$ cat src/rtl/imm_gen_pipe.sv
// Immediate generator: decodes MIPS opcodes into imm/target/kind, buffered in a FIFO.
// Latency: 1 cycle from an accepted instruction to the FIFO head; 1 entry per cycle.
// Backpressure: in_ready falls when the FIFO is full; the head is held while out_ready is low.

// Generic synchronous FIFO. Storage is cleared by reset and kept by flush.
// Latency: 1 cycle push-to-head; one push and one pop per cycle.
// Backpressure: push_rdy follows the occupancy only; a same-cycle pop does not free a full FIFO.
module imm_gen_fifo #(
    parameter int W     = 8,
    parameter int DEPTH = 2
) (
    input  logic         clk,
    input  logic         rst_n,
    input  logic         flush,
    input  logic         push_vld,
    output logic         push_rdy,
    input  logic [W-1:0] push_dat,
    output logic         pop_vld,
    input  logic         pop_rdy,
    output logic [W-1:0] pop_dat
);
    localparam int AW = $clog2(DEPTH);
    localparam int CW = AW + 1;

    logic [W-1:0]  mem_q [DEPTH];
    logic [W-1:0]  mem_d [DEPTH];
    logic [AW-1:0] wr_ptr_q, wr_ptr_d;
    logic [AW-1:0] rd_ptr_q, rd_ptr_d;
    logic [CW-1:0] cnt_q, cnt_d;
    logic          push, pop;

    assign push_rdy = (cnt_q != CW'(DEPTH));
    assign pop_vld  = (cnt_q != '0);
    // The head is read straight from storage, so it holds the last contents when empty.
    assign pop_dat  = mem_q[rd_ptr_q];
    assign push     = push_vld & push_rdy;
    assign pop      = pop_vld & pop_rdy;

    // Next-state: flush discards any same-cycle push/pop and rewinds the pointers.
    always_comb begin
        mem_d    = mem_q;
        wr_ptr_d = wr_ptr_q;
        rd_ptr_d = rd_ptr_q;
        cnt_d    = cnt_q;
        if (flush) begin
            wr_ptr_d = '0;
            rd_ptr_d = '0;
            cnt_d    = '0;
        end else begin
            if (push) begin
                mem_d[wr_ptr_q] = push_dat;
                wr_ptr_d        = wr_ptr_q + AW'(1);
            end
            if (pop) begin
                rd_ptr_d = rd_ptr_q + AW'(1);
            end
            cnt_d = cnt_q + CW'(push) - CW'(pop);
        end
    end

    // State registers; reset also clears storage so the head reads zero afterwards.
    always_ff @(posedge clk) begin
        if (!rst_n) begin
            for (int i = 0; i < DEPTH; i++) begin
                mem_q[i] <= '0;
            end
            wr_ptr_q <= '0;
            rd_ptr_q <= '0;
            cnt_q    <= '0;
        end else begin
            mem_q    <= mem_d;
            wr_ptr_q <= wr_ptr_d;
            rd_ptr_q <= rd_ptr_d;
            cnt_q    <= cnt_d;
        end
    end
endmodule

module imm_gen_pipe #(
    parameter int DATA_W = 32,
    parameter int DEPTH  = 2,
    parameter int SHAMT  = 2
) (
    input  logic              clk,
    input  logic              rst_n,
    input  logic              flush,
    input  logic              in_valid,
    output logic              in_ready,
    input  logic [31:0]       in_instr,
    input  logic [DATA_W-1:0] in_pc_plus4,
    output logic              out_valid,
    input  logic              out_ready,
    output logic [DATA_W-1:0] out_imm,
    output logic [DATA_W-1:0] out_target,
    output logic [2:0]        out_kind,
    output logic              out_illegal
);
    localparam logic [2:0] K_NONE   = 3'd0;
    localparam logic [2:0] K_SEXT   = 3'd1;
    localparam logic [2:0] K_ZEXT   = 3'd2;
    localparam logic [2:0] K_UPPER  = 3'd3;
    localparam logic [2:0] K_BRANCH = 3'd4;
    localparam logic [2:0] K_JUMP   = 3'd5;

    // Upper PC bits kept by a jump; everything below is index plus alignment zeros.
    localparam logic [DATA_W-1:0] JMP_HI_MASK = {DATA_W{1'b1}} << (26 + SHAMT);

    typedef struct packed {
        logic [DATA_W-1:0] imm;
        logic [DATA_W-1:0] target;
        logic [2:0]        kind;
        logic              illegal;
    } ent_t;

    localparam int ENT_W = $bits(ent_t);

    ent_t        dec_dat;
    ent_t        head_dat;
    logic [5:0]  opcode;
    logic [15:0] imm16;
    logic [31:0] upper32;
    logic [DATA_W-1:0] sext_imm;

    assign opcode   = in_instr[31:26];
    assign imm16    = in_instr[15:0];
    assign upper32  = {imm16, 16'h0000};
    assign sext_imm = DATA_W'($signed(imm16));

    // Opcode decode into the FIFO entry; target stays zero except for branches and jumps.
    always_comb begin
        dec_dat = '0;
        unique case (opcode)
            6'b100011, 6'b101011, 6'b001000,
            6'b001001, 6'b001010, 6'b001011: begin
                dec_dat.kind = K_SEXT;
                dec_dat.imm  = sext_imm;
            end
            6'b001100, 6'b001101, 6'b001110: begin
                dec_dat.kind = K_ZEXT;
                dec_dat.imm  = DATA_W'(imm16);
            end
            6'b001111: begin
                dec_dat.kind = K_UPPER;
                dec_dat.imm  = DATA_W'($signed(upper32));
            end
            6'b000100, 6'b000101: begin
                dec_dat.kind   = K_BRANCH;
                dec_dat.imm    = sext_imm;
                dec_dat.target = in_pc_plus4 + (sext_imm << SHAMT);
            end
            6'b000010, 6'b000011: begin
                dec_dat.kind   = K_JUMP;
                dec_dat.imm    = DATA_W'(in_instr[25:0]);
                dec_dat.target = (in_pc_plus4 & JMP_HI_MASK)
                               | (DATA_W'(in_instr[25:0]) << SHAMT);
            end
            6'b000000: begin
                dec_dat.kind = K_NONE;
            end
            default: begin
                dec_dat.kind    = K_NONE;
                dec_dat.illegal = 1'b1;
            end
        endcase
    end

    imm_gen_fifo #(
        .W     (ENT_W),
        .DEPTH (DEPTH)
    ) u_fifo (
        .clk      (clk),
        .rst_n    (rst_n),
        .flush    (flush),
        .push_vld (in_valid),
        .push_rdy (in_ready),
        .push_dat (dec_dat),
        .pop_vld  (out_valid),
        .pop_rdy  (out_ready),
        .pop_dat  (head_dat)
    );

    assign out_imm     = head_dat.imm;
    assign out_target  = head_dat.target;
    assign out_kind    = head_dat.kind;
    assign out_illegal = head_dat.illegal;
endmodule

$ cat config.mk
export PLATFORM = sky130hd
export DESIGN_NAME = imm_gen_pipe
export DESIGN_NICKNAME = d
export VERILOG_FILES = /design/src/rtl/imm_gen_pipe.sv
export SDC_FILE = /design/constraint.sdc
export NUM_CORES = 1
export LEC_CHECK = 0
export BUFFER_PORTS_ARGS = -buffer_cell sky130_fd_sc_hd__buf_4
export CORE_ASPECT_RATIO = 0.5
export CORE_MARGIN = 3
export CORE_UTILIZATION = 56
export CTS_CLUSTER_SIZE = 14
export DETAILED_ROUTE_END_ITERATION = 8
export GPL_TIMING_DRIVEN = 0
export MAX_ROUTING_LAYER = met4
export PLACE_DENSITY_LB_ADDON = 0.12
export SLEW_MARGIN = 30
export SYNTH_ARGS = -nofsm -noshare
export SYNTH_HDL_FRONTEND = slang
export SYNTH_SLANG_ARGS = --single-unit
$ cat constraint.sdc
create_clock -name clk -period 6.7 [get_ports clk]
set_input_delay 0.67 -clock clk [delete_from_list [all_inputs] [get_ports clk]]
set_output_delay 0.67 -clock clk [all_outputs]
set_load 0.03 [all_outputs]
==> impl_metrics.json <==
{
  "p_sw_uw": 743,
  "clock_skew_ns": 0.0118,
  "whs_ns": 0.456,
  "cts_made_buffers": 17,
  "seqCellArea_sq_um": 2800,
  "num_rows": 29,
  "grt_start_max_net_pins": 17,
  "hold_violations": 0,
  "rsz0062_at_grt": "no",
  "drive_gt1_share_pct": 22.6,
  "slew-limit-headroom_pct": 31.7,
  "outcome": "complete, no violations",
  "finalMaxSlewViolations": 0,
  "hold_buffers": 0,
  "syn_inst": 955,
  "first_pass_iters": 7,
  "max_clock_freq_mhz": 288,
  "hp-class": "register to register",
  "tightest_slew_ns": 1.02,
  "fin_crit_ns": 3.47,
  "clock-sinks": 140,
  "min_period_over_period_pct": 51.8,
  "clkPwrFrac_pct": 40.6,
  "fill_cells": 1080,
  "ant_nets": 0,
  "fp.dieH_um": 90.0,
  "setup_viol": 0,
  "final_cell_mix": "dfxtp_1 (140), buf_4 (135), a21oi_1 (104)",
  "final_cells": 1309,
  "p_per_area_nw_per_um2": 239,
  "synth_flop_cell": "dfxtp_1",
  "worstPathArrival_ns": 2.80,
  "vias": 8392,
  "routedWlPerCell_um": 21.1,
  "critPathKind": "register to primary output",
  "synth_edf_count": 0,
  "tns_ns": 0,
  "multi_input_area_sq_um": 4730,
  "drtIter0Drc": 1141,
  "worstPathRequired_ns": 6.03,
  "htree_levels": 4,
  "cts_resized": 0,
  "cpMaxStageDelayCell": "buf_1",
  "core-area_sq_um": 13200,
  "gr-total-overflow": 0,
  "dieWidth_um": 174,
  "syn_area_sq_um": 7910,
  "ys_ff_latch": 140,
  "yosysUniqueCellTypes": 66,
  "drcViolationCount": 0,
  "async_flop_share_pct": 0,
  "seqPwrFrac_pct": 37.9,
  "layout_commonest_cell": "dfxtp_1",
  "place_congestion": 0.997,
  "final_nets": 1210,
  "grt_pass1_wl_um": 42000,
  "path_cells": "clkbuf_1, buf_1, buf_1, mux2_2, buf_4",
  "io_pins": 139,
  "ir_worst_vdd_uv": 135,
  "cap_violations": 0,
  "comb_power_share_pct": 21.4,
  "antenna_found_initial": 1,
  "cp_num_buf_inv": 4,
  "dp_cells": 1276,
  "yosys_warnings": 0,
  "intPower_uw": 1580,
  "crit_path_end_kind": "primary output",
  "initial_core_util_pct": 59.9,
  "post_cts_buffers": 0,
  "path_delay_family": "buffers and inverters",
  "yosysSeqAreaShare_pct": 35.5,
  "portBuffers": 135,
  "die-area_sq_um": 15700,
  "clk_latency_ns": 0.42,
  "grt_pass1_vias": 7762,
  "finalPower_uw": 2320,
  "start_kind": "register",
  "clockBufferDepth": 2,
  "p_leak_uw": 0.00389,
  "cts_tree": "done",
  "crit_path_max_incr_delay_ns": 0.60,
  "swShare_pct": 32.0,
  "drt_wl_total_um": 27700,
  "syn_area_per_cell_sq_um": 8.28,
  "clockRootBuffer": "clkbuf_16",
  "viasPerCell": 6.41,
  "cpMostUsedCell": "buf_1",
  "grt_usage_pct": 34.7,
  "clk_pin_slew_ns": 0.07,
  "synthToLayoutAreaGrowth_pct": 23.2,
  "dpl.hpwl_um": 20700,
  "cp_max_fo": 10,
  "syn-num-nets": 1056
}
-- worst min-delay path, stage by stage (launching register included) --
cell and delay (ns):
dfxtp_1 0.31, nand2_1 0.05, a21oi_1 0.05
-- kinds of logic (layout without fill, tap and decap cells) --
logic type / Yosys count / after routing / synth area share, %
AO/OA/AOI/OAI: 321 / 321 / 26.6
AND/OR/NAND/NOR: 278 / 278 / 15.7
flip-flops: 140 / 140 / 35.5
buffers and inverters: 93 / 260 / 4.75
multiplexers: 70 / 70 / 9.96
adder cells (fa/ha/maj): 32 / 32 / 5.16
XOR/XNOR: 21 / 21 / 2.33
other: 0 / 1 / 0
-- power groups by stage --
stage          combinational (uW)  sequential (uW)  clock (uW)
2_1_floorplan                 317              894           0
3_3_place_gp                  476              896           0
3_5_place_dp                  483              899           0
4_1_cts                       486              880         936
5_1_grt                       530              884         979
6_report                      498              881         944
-- per-stage QoR --
stage / setup WS, ns / area [sq um] / util, %
2_1_floorplan: 3.71 / 7910 / -
3_3_place_gp: 3.18 / 9150 / 69.3
3_5_place_dp: 3.14 / 9160 / 69.3
4_1_cts: 3.30 / 9730 / 73.7
5_1_grt: 3.15 / 9740 / 73.7
6_report: 3.23 / 9740 / 73.7
-- synth_stat cells (all sizes together), types with 3 or more instances --
cell	instances	share of area, %
buf	13	0.95
xnor2	13	1.4
o21a	4	0.38
a22oi	17	1.8
and2	9	0.71
clkbuf	68	3.2
a31oi	8	0.63
dfxtp	140	35
xor2	8	0.89
o31a	3	0.35
nand4	6	0.47
nand3	52	3.3
o211ai	5	0.47
a21oi	104	6.6
nor3	6	0.38
a221oi	8	0.89
mux2	69	9.8
a21o	21	2.0
ha	31	4.9
and3	7	0.55
or3	6	0.49
o21bai	5	0.47
o22ai	5	0.40
o21ai	46	2.9
nand2	75	3.6
a211o	3	0.33
nor2	101	4.8
a211oi	67	6.4
inv	12	0.57
nand2b	5	0.40
o211a	3	0.38
-- worst paths after layout --
check,from,endpoint,slack (ns),cells after the start
setup / recovery,u_fifo.rd_ptr_q$_SDFFE_PP0P_,out_imm[15],3.23,5
hold / removal,u_fifo.mem_q[39]$_SDFFE_PN0P_,u_fifo.mem_q[39]$_SDFFE_PN0P_,0.46,2
setup reg to reg,u_fifo.cnt_q[0]$_SDFF_PP0_,u_fifo.mem_q[28]$_SDFFE_PN0P_,4.09,9
hold reg to reg,u_fifo.mem_q[39]$_SDFFE_PN0P_,u_fifo.mem_q[39]$_SDFFE_PN0P_,0.46,2
-- routing by layer --
layer	wire length, um	up-vias	share of wire (%)	track usage, %
li1	-	3811	-	-
met3	3480	93	13	9.43
met1	11500	3943	42	46.6
met4	733	0	2.6	11.1
met5	0	-	0	-
met2	11900	545	43	50.7
-- registers in the layout (all words and copies together) (netlist names) --
| register | flops |
|---|---|
| u_fifo.cnt_q | 2 |
| u_fifo.wr_ptr_q | 1 |
| u_fifo.rd_ptr_q | 1 |
| u_fifo.mem_q | 136 |
-- area by class of cell --
| type | count | share of cell area [%] |
|---|---|---|
| diodes | 1 | 0.0257 |
| plain buffers | 81 | 3.39 |
| clock buffers | 18 | 4.41 |
| clock inverters | 14 | 1.53 |
| inverters | 12 | 0.463 |
| multi-input cells | 722 | 48.6 |
| flip-flops and latches | 140 | 28.8 |
| well taps | 186 | 2.39 |
| repair buffers | 135 | 10.4 |
(Power assumes the default switching activity.)
